==> src/rtl/fuzzy_frame_loader_pkg.sv <==
// Shared types and constants for the fuzzy engine input stage.
// Frame FSM states, error codes and default header byte.
package fuzzy_pkg;

    typedef enum logic [1:0] {
        IDLE    = 2'b00,
        COLLECT = 2'b01,
        HOLD    = 2'b10
    } state_t;

    typedef enum logic [1:0] {
        ERR_NONE    = 2'b00,
        ERR_SYNC    = 2'b01,
        ERR_TIMEOUT = 2'b10,
        ERR_OVERRUN = 2'b11
    } err_t;

    localparam logic [7:0] SYNC_DEFAULT = 8'hA5;

    function automatic int idx_width(input int n);
        return (n > 1) ? $clog2(n) : 1;
    endfunction

endpackage

==> src/rtl/fuzzy_frame_loader_strobe_sync.sv <==
// Pad strobe synchroniser with rising-edge detect.
// Emits a single-cycle stb per strobe, however long ss_raw stays high.
module strobe_sync (
    input  logic clk,
    input  logic rst_n,
    input  logic ss_raw,
    output logic stb
);

    logic meta;
    logic sync;
    logic prev;

    always_ff @(posedge clk or negedge rst_n) begin
        if (!rst_n) begin
            meta <= 1'b0;
            sync <= 1'b0;
            prev <= 1'b0;
        end else begin
            meta <= ss_raw;
            sync <= meta;
            prev <= sync;
        end
    end

    assign stb = sync & ~prev;

endmodule

==> src/rtl/fuzzy_frame_loader.sv <==
// Frame loader: sync byte + NUM_INPUTS operand bytes from a strobed pad bus,
// handed to the fuzzifier as one atomic operand word under valid/ready.
module fuzzy_frame_loader
    import fuzzy_pkg::*;
#(
    parameter int                NUM_INPUTS  = 2,
    parameter int                DATA_W      = 8,
    parameter logic [DATA_W-1:0] SYNC_BYTE   = DATA_W'(SYNC_DEFAULT),
    parameter int                TIMEOUT_CYC = 255
) (
    input  logic                         clk,
    input  logic                         rst_n,
    input  logic                         ss,
    input  logic [DATA_W-1:0]            data_bus,
    output logic [NUM_INPUTS*DATA_W-1:0] operands,
    output logic                         frame_valid,
    input  logic                         frame_ready,
    output logic                         busy,
    output logic                         frame_err,
    output logic [1:0]                   err_code
);

    localparam int IW = idx_width(NUM_INPUTS);
    localparam int TW = $clog2(TIMEOUT_CYC + 1);
    localparam logic [IW-1:0] LAST_IDX = IW'(NUM_INPUTS - 1);
    localparam logic [TW-1:0] TMAX     = TW'(TIMEOUT_CYC);
    localparam logic [TW-1:0] TLAST    = TW'(TIMEOUT_CYC - 1);

    logic stb;

    state_t                                state_q, state_d;
    logic [IW-1:0]                         idx_q, idx_d;
    logic [TW-1:0]                         timer_q, timer_d;
    logic [NUM_INPUTS-1:0][DATA_W-1:0]     shadow_q, shadow_d;
    logic [NUM_INPUTS-1:0][DATA_W-1:0]     ops_q, ops_d;
    logic                                  fv_q, fv_d;
    logic                                  err_q, err_d;
    err_t                                  code_q, code_d;
    logic                                  handshake;
    logic                                  is_sync;

    strobe_sync u_strobe_sync (
        .clk    (clk),
        .rst_n  (rst_n),
        .ss_raw (ss),
        .stb    (stb)
    );

    assign handshake = fv_q & frame_ready;
    assign is_sync   = (data_bus == SYNC_BYTE);

    always_comb begin
        state_d  = state_q;
        idx_d    = idx_q;
        timer_d  = timer_q;
        shadow_d = shadow_q;
        ops_d    = ops_q;
        fv_d     = fv_q;
        err_d    = 1'b0;
        code_d   = code_q;
        unique case (state_q)
            IDLE: begin
                if (stb) begin
                    if (is_sync) begin
                        state_d = COLLECT;
                        idx_d   = '0;
                        timer_d = '0;
                    end else begin
                        err_d  = 1'b1;
                        code_d = ERR_SYNC;
                    end
                end
            end
            COLLECT: begin
                if (stb) begin
                    shadow_d[idx_q] = data_bus;
                    timer_d         = '0;
                    if (idx_q == LAST_IDX) begin
                        ops_d   = shadow_d;
                        fv_d    = 1'b1;
                        idx_d   = '0;
                        state_d = HOLD;
                    end else begin
                        idx_d = idx_q + 1'b1;
                    end
                end else if (timer_q >= TLAST) begin
                    err_d    = 1'b1;
                    code_d   = ERR_TIMEOUT;
                    shadow_d = '0;
                    idx_d    = '0;
                    timer_d  = '0;
                    state_d  = IDLE;
                end else if (timer_q != TMAX) begin
                    timer_d = timer_q + 1'b1;
                end
            end
            HOLD: begin
                if (handshake) begin
                    fv_d    = 1'b0;
                    state_d = IDLE;
                    // A strobe coinciding with the handshake starts the next frame
                    if (stb) begin
                        if (is_sync) begin
                            state_d = COLLECT;
                            idx_d   = '0;
                            timer_d = '0;
                        end else begin
                            err_d  = 1'b1;
                            code_d = ERR_SYNC;
                        end
                    end
                end else if (stb) begin
                    err_d  = 1'b1;
                    code_d = ERR_OVERRUN;
                end
            end
            default: begin
                state_d = IDLE;
            end
        endcase
    end

    always_ff @(posedge clk or negedge rst_n) begin
        if (!rst_n) begin
            state_q  <= IDLE;
            idx_q    <= '0;
            timer_q  <= '0;
            shadow_q <= '0;
            ops_q    <= '0;
            fv_q     <= 1'b0;
            err_q    <= 1'b0;
            code_q   <= ERR_NONE;
        end else begin
            state_q  <= state_d;
            idx_q    <= idx_d;
            timer_q  <= timer_d;
            shadow_q <= shadow_d;
            ops_q    <= ops_d;
            fv_q     <= fv_d;
            err_q    <= err_d;
            code_q   <= code_d;
        end
    end

    assign operands    = ops_q;
    assign frame_valid = fv_q;
    assign busy        = (state_q != IDLE);
    assign frame_err   = err_q;
    assign err_code    = code_q;

endmodule

==> config.mk <==
export PLATFORM = sky130hd
export DESIGN_NAME = fuzzy_frame_loader
export DESIGN_NICKNAME = d
export VERILOG_FILES = /design/src/rtl/fuzzy_frame_loader_pkg.sv /design/src/rtl/fuzzy_frame_loader_strobe_sync.sv /design/src/rtl/fuzzy_frame_loader.sv
export SDC_FILE = /design/constraint.sdc
export NUM_CORES = 1
export LEC_CHECK = 0
export CAP_MARGIN = 10
export CORE_MARGIN = 2
export CORE_UTILIZATION = 47
export CTS_CLUSTER_SIZE = 28
export DETAILED_ROUTE_END_ITERATION = 12
export PLACE_DENSITY = 0.78
export SETUP_SLACK_MARGIN = 0.02
export SLEW_MARGIN = 30
export SYNTH_ARGS = -nofsm -noshare
export SYNTH_HDL_FRONTEND = slang
export SYNTH_SLANG_ARGS = --single-unit
==> constraint.sdc <==
create_clock -name clk -period 1.9 [get_ports clk]
set_input_delay 0.285 -clock clk [delete_from_list [all_inputs] [get_ports clk]]
set_output_delay 0.285 -clock clk [all_outputs]
set_load 0.03 [all_outputs]
==> results of run 1 <==
==> worst max path at each step <==
stage                 from  slack, ps           to  cells after the start
6_report       data_bus[3]         90   state_q[0]                      7
2_1_floorplan   timer_q[0]         30  shadow_q[6]                      7
5_1_grt         timer_q[0]          5   timer_q[2]                      7
3_3_place_gp   data_bus[6]       -370   timer_q[3]                      6
4_1_cts        data_bus[3]         20   timer_q[6]                      6
3_5_place_dp   data_bus[6]       -440   timer_q[3]                      6
==> stage by stage <==
step                      setup WS (ps)  setup TNS (ps)
after floorplan                    26.2               0
after global placement             -373           -3070
after detailed placement           -437           -3720
after CTS                          23.0               0
after global routing               4.58               0
final                              94.4               0
==> state kept, by name, indices dropped and copies added (netlist names) <==
signal,count
state_q,2
timer_q,8
frame_valid,1
err_code,2
u_strobe_sync.sync,1
u_strobe_sync.prev,1
u_strobe_sync.meta,1
frame_err,1
shadow_q,8
operands,16
idx_q,1
==> routing by layer <==
layer	share of wire	wire, um	vias to the layer above
li1	-	-	779
met1	0.44	2100	786
met2	0.48	2290	45
met3	0.055	260	7
met4	0.015	73	0
met5	0	0	-
==> synth_stat cells (all sizes together) (2+ instances only) <==
cell    instances  area share
clkbuf          4      0.0077
nand2b          3      0.0096
ha              6       0.038
buf             3       0.011
nor3            5       0.019
nand3           9       0.023
or2             2      0.0064
or4             4       0.015
and3            3      0.0096
o21ai          11       0.030
nand2          11       0.021
a22o            8       0.036
dfrtp          42        0.54
a21oi          10       0.026
nor2           12       0.023
mux2           18        0.10
o22ai           3      0.0096
inv             7       0.013
==> logic make-up after synthesis <==
family,count (synthesis),share of synthesized area
buffers and inverters,14,0.0319
and+or+nand+nor,52,0.141
AOI/OAI and AO/OA,43,0.149
adders and majority gates,6,0.0383
DFF,42,0.536
muxes,18,0.103
==> cell type report <==
type / instances / area [sq um] / share of cell area
clock inverter: 2 / 37.5 / 0.0138
multi-input combinational: 119 / 873 / 0.321
clock buffer: 6 / 72.6 / 0.0267
timing repair buffer: 69 / 594 / 0.219
inverter: 7 / 26.3 / 0.00967
sequential: 42 / 1050 / 0.387
tap: 50 / 62.6 / 0.0230
==> worst max-delay path, stage by stage <==
cell and delay (ps):
dlygate4sd2_1 240, or4b_4 560, nor3_4 210, buf_4 160, o221a_2 200, o21ai_1 70, mux2_2 260
==> where the power goes <==
group          switching, mW  internal (mW)  leakage (nW)  total [mW]
sequential             0.227           1.24         0.526        1.47
clock                  0.300          0.392        0.0514       0.692
combinational           1.09          0.965         0.666        2.05
total                   1.61           2.60          1.24        4.21
==> timing repair <==
action | in CTS | in global routing
endpoints found under the setup margin | 7 | 35
buffers inserted | 2 | 2
pin swaps | 5 | 4
endpoints found under the hold margin | 0 | 0
resized for setup | 7 | 10
==> flow_metrics.env, run 1 <==
export IMPL_instances_no_fill=295
export IMPL_maxCapViolCount=0
export IMPL_fin_nets=262
export IMPL_clkTransAtPathRegs_ps=80
export IMPL_yosysWarnings=0
export IMPL_die_y_um=68.6
export IMPL_die_w_um=68.6
export IMPL_reg2regPathDepth=7
export IMPL_port_buffers=32
export IMPL_leakage_nw=1.24
export IMPL_placed_area_sq_um=2560
export IMPL_synth_nets=193
export IMPL_clock_skew_ps=2.73
export IMPL_ioPinCount=33
export IMPL_rows=23
export IMPL_ys_flop_type="dfrtp_1"
export IMPL_gr_usage_met2=0.333
export IMPL_dpl_hpwl_um=3360
export IMPL_area_growth_pct=38.6
export IMPL_crit_fanout=3
export IMPL_finalHoldViolCount=0
export IMPL_routed_wl_um=4720
export IMPL_reg2reg_slack_ps=120
export IMPL_start_util=0.490
export IMPL_setup_viol=0
export IMPL_syn_inst=175
export IMPL_layout_common_cells="dfrtp_1 (42), buf_4 (35), clkdlybuf4s50_1 (25)"
export IMPL_clock_latency_ps=300
export IMPL_clockBufferDepth=2
export IMPL_antenna_found_initial=0
export IMPL_synthArstFlopShare=1.00
export IMPL_grt_pass1_wl_um=7400
export IMPL_syn_area_sq_um=1960
export IMPL_cts_tree="built"
export IMPL_dieArea_sq_um=4700
export IMPL_drive_gt1_frac=0.306
export IMPL_rsz0062_at_grt="false"
export IMPL_diodes=0
export IMPL_vias_per_cell=5.48
export IMPL_r2r_end="err_code[1]"
export IMPL_first_pass_iters=5
export IMPL_power_density_nw_per_um2=1550
export IMPL_grt_overflow=0
export IMPL_final_common_cell="dfrtp_1"
export IMPL_grt_met3_usage=0.0584
export IMPL_num_vias=1617
export IMPL_grt_max_degree=43
export IMPL_finalPower_mw=4.21
export IMPL_cts_root_buf="clkbuf_8"
export IMPL_drtIter0Drc=205
export IMPL_wl_per_cell_um=16.0
export IMPL_core_area_sq_um=4000
export IMPL_status="finished, final reports clean"
export IMPL_cts_buffers=5
export IMPL_synthDistinctLibCells=36
export IMPL_synth_edf_count=0
export IMPL_hold_buffers=0
export IMPL_busiest_layer="met2"
export IMPL_fmax_mhz=554
export IMPL_irDropWorstVdd_mv=0.860
export IMPL_dp_cells=283
export IMPL_period_minus_slack_ps=1810
export IMPL_hold_class="input port to async pin"
export IMPL_gp_congestion=0.848
export IMPL_maxSlewHeadroom=0.644
export IMPL_worst_slew_pin_slew_ps=534
export IMPL_ant_nets=0
export IMPL_grtUsageTotal=0.217
export IMPL_hold_ws_ps=38.6
export IMPL_cp_start_kind="input port"
export IMPL_ys_seq_area_frac=0.536
export IMPL_fin_util=0.679
export IMPL_r2r_start="timer_q[0]"
export IMPL_cp_data_required_time_ps=2090
export IMPL_stdcell_area_sq_um=2720
export IMPL_grt_pass1_vias=1608
export IMPL_slew_viol_final=0
export IMPL_met1_usage=0.282
export IMPL_n_fill_cell=312
export IMPL_synth_seq_cells=42
export IMPL_worstSetupPathType="input port to register"
export IMPL_syn_area_per_cell_sq_um=11.2
export IMPL_htree_num_levels=2
export IMPL_cp_arrival_ps=1990
export IMPL_end_kind="register"
export IMPL_drc=0
export IMPL_clock_sinks=42
export IMPL_fin_crit_sh=0.950
No activity file was read; power rests on OpenSTA's default activity.
==> inputs of run 2 (changes only) <==
--- a/config.mk
+++ b/config.mk
@@ -6,9 +6,9 @@
 export NUM_CORES = 1
 export LEC_CHECK = 0
 export CAP_MARGIN = 10
-export CORE_MARGIN = 2
+export CORE_MARGIN = 3
 export CORE_UTILIZATION = 47
-export CTS_CLUSTER_SIZE = 28
+export CTS_CLUSTER_SIZE = 40
 export DETAILED_ROUTE_END_ITERATION = 12
 export PLACE_DENSITY = 0.78
 export SETUP_SLACK_MARGIN = 0.02
==> run 2 against run 1 <==
Effect of this change: hold slack improved by 6.7 ps; register-to-register slack barely moved; global-route usage barely moved; non-clock buffer count did not move; sequential cell count did not move; total power fell by 0.59%; first-iteration DRC count fell by 47%; wire length rose by 4.5%; critical endpoint is now timer_q[4]; largest cell class unchanged.
==> flow_metrics.env, run 2 (synthesis results as in run 1) <==
export IMPL_maxCapViolCount=0
export IMPL_ant_nets=0
export IMPL_first_pass_iters=4
export IMPL_rsz0062_at_grt="true"
export IMPL_placed_area_sq_um=2550
export IMPL_grt_pass1_vias=1761
export IMPL_grt_max_degree=43
export IMPL_clkTransAtPathRegs_ps=70
export IMPL_clockBufferDepth=2
export IMPL_rows=22
export IMPL_worstSetupPathType="input port to register"
export IMPL_fin_util=0.712
export IMPL_die_w_um=70.6
export IMPL_diodes=0
export IMPL_clock_sinks=42
export IMPL_final_common_cell="dfrtp_1"
export IMPL_period_minus_slack_ps=1810
export IMPL_slew_viol_final=0
export IMPL_cts_tree="built"
export IMPL_power_density_nw_per_um2=1540
export IMPL_num_vias=1657
export IMPL_end_kind="register"
export IMPL_finalHoldViolCount=0
export IMPL_crit_fanout=6
export IMPL_grtUsageTotal=0.217
export IMPL_htree_num_levels=2
export IMPL_vias_per_cell=5.66
export IMPL_port_buffers=32
export IMPL_gp_congestion=0.881
export IMPL_cp_data_required_time_ps=2070
export IMPL_cts_root_buf="clkbuf_8"
export IMPL_stdcell_area_sq_um=2720
export IMPL_core_area_sq_um=3830
export IMPL_largest_reg_flops=16
export IMPL_fin_crit_sh=0.953
export IMPL_cp_start_kind="input port"
export IMPL_grt_overflow=0
export IMPL_clock_skew_ps=9.12
export IMPL_fin_nets=262
export IMPL_drtIter0Drc=108
export IMPL_drc=0
export IMPL_fmax_mhz=553
export IMPL_clock_latency_ps=300
export IMPL_leakage_nw=1.28
export IMPL_worst_slew_pin_slew_ps=518
export IMPL_area_growth_pct=38.9
export IMPL_cp_arrival_ps=1980
export IMPL_maxSlewHeadroom=0.654
export IMPL_irDropWorstVdd_mv=0.962
export IMPL_dieArea_sq_um=4980
export IMPL_cts_buffers=5
export IMPL_status="finished, final reports clean"
export IMPL_layout_common_cells="dfrtp_1 (42), buf_4 (36), clkdlybuf4s50_1 (22)"
export IMPL_grt_pass1_wl_um=8530
export IMPL_wl_per_cell_um=16.8
export IMPL_antenna_found_initial=0
export IMPL_dpl_hpwl_um=3620
export IMPL_drive_gt1_frac=0.318
export IMPL_die_y_um=70.6
export IMPL_ioPinCount=33
export IMPL_routed_wl_um=4940
export IMPL_setup_viol=0
export IMPL_hold_class="input port to async pin"
export IMPL_start_util=0.512
[run 2: area by class of cell]
class                           count  area, sq um
Clock inverter                      1         8.76
Tap cell                           48         60.1
Timing Repair Buffer               69          593
Multi-Input combinational cell    119          897
Fill cell                         274         1100
Clock buffer                        7         86.3
Inverter                            7         26.3
Sequential cell                    42         1050
[run 2: layer usage]
layer / vias up / GRT usage / routed length (um)
met5: - / 0 / 0
met4: 0 / 0.0647 / 58
met3: 6 / 0.0582 / 254
met2: 66 / 0.360 / 2570
met1: 802 / 0.280 / 2050
li1: 783 / - / -
[run 2: final timing paths]
| check | from | endpoint | slack (ps) | cells past startpoint |
|---|---|---|---|---|
| min | rst_n | timer_q[1] | 50 | 2 |
| min reg2reg | u_strobe_sync.meta | u_strobe_sync.sync | 370 | 0 |
| max reg2reg | state_q[1] | state_q[0] | 120 | 6 |
| min in group clk | u_strobe_sync.meta | u_strobe_sync.sync | 370 | 0 |
| max in group asynchronous | rst_n | state_q[1] | 1500 | 2 |
| max | data_bus[3] | timer_q[4] | 90 | 9 |
[run 2: worst max-delay path, cell delays in order]
cell,delay (ps)
dlygate4sd2_1,250
or4b_4,560
nor3_4,190
o21ai_4,110
buf_1,170
buf_4,160
buf_4,130
nand2_1,60
nand3_1,70
[run 2: power breakdown]
part	leakage, nW	total [mW]	switching (mW)	internal, mW
clock network	0.0489	0.609	0.308	0.300
registers	0.526	1.47	0.225	1.24
logic	0.709	2.11	1.13	0.985
[run 2: what timing repair did]
item                                    in CTS  in global routing
buffers inserted                             4                  0
pin swaps                                    4                  4
endpoints found under the setup margin      18                 32
resized for setup                           12                 13
hold buffers                                 0                  0
[run 2: per-stage QoR]
| step | hold WS, ps | worst slack, ps | total power [mW] | std cells | TNS [ps] |
|---|---|---|---|---|---|
| 2_1_floorplan | -10.6 | 26.2 | 2.62 | 175 | 0 |
| 3_3_place_gp | 341 | -365 | 3.36 | 281 | -3030 |
| 3_5_place_dp | 357 | -464 | 3.47 | 281 | -4230 |
| 4_1_cts | 54.2 | 29.8 | 4.15 | 293 | 0 |
| 5_1_grt | 81.5 | 6.40 | 4.45 | 293 | 0 |
| 6_report | 45.3 | 90.2 | 4.19 | 293 | 0 |
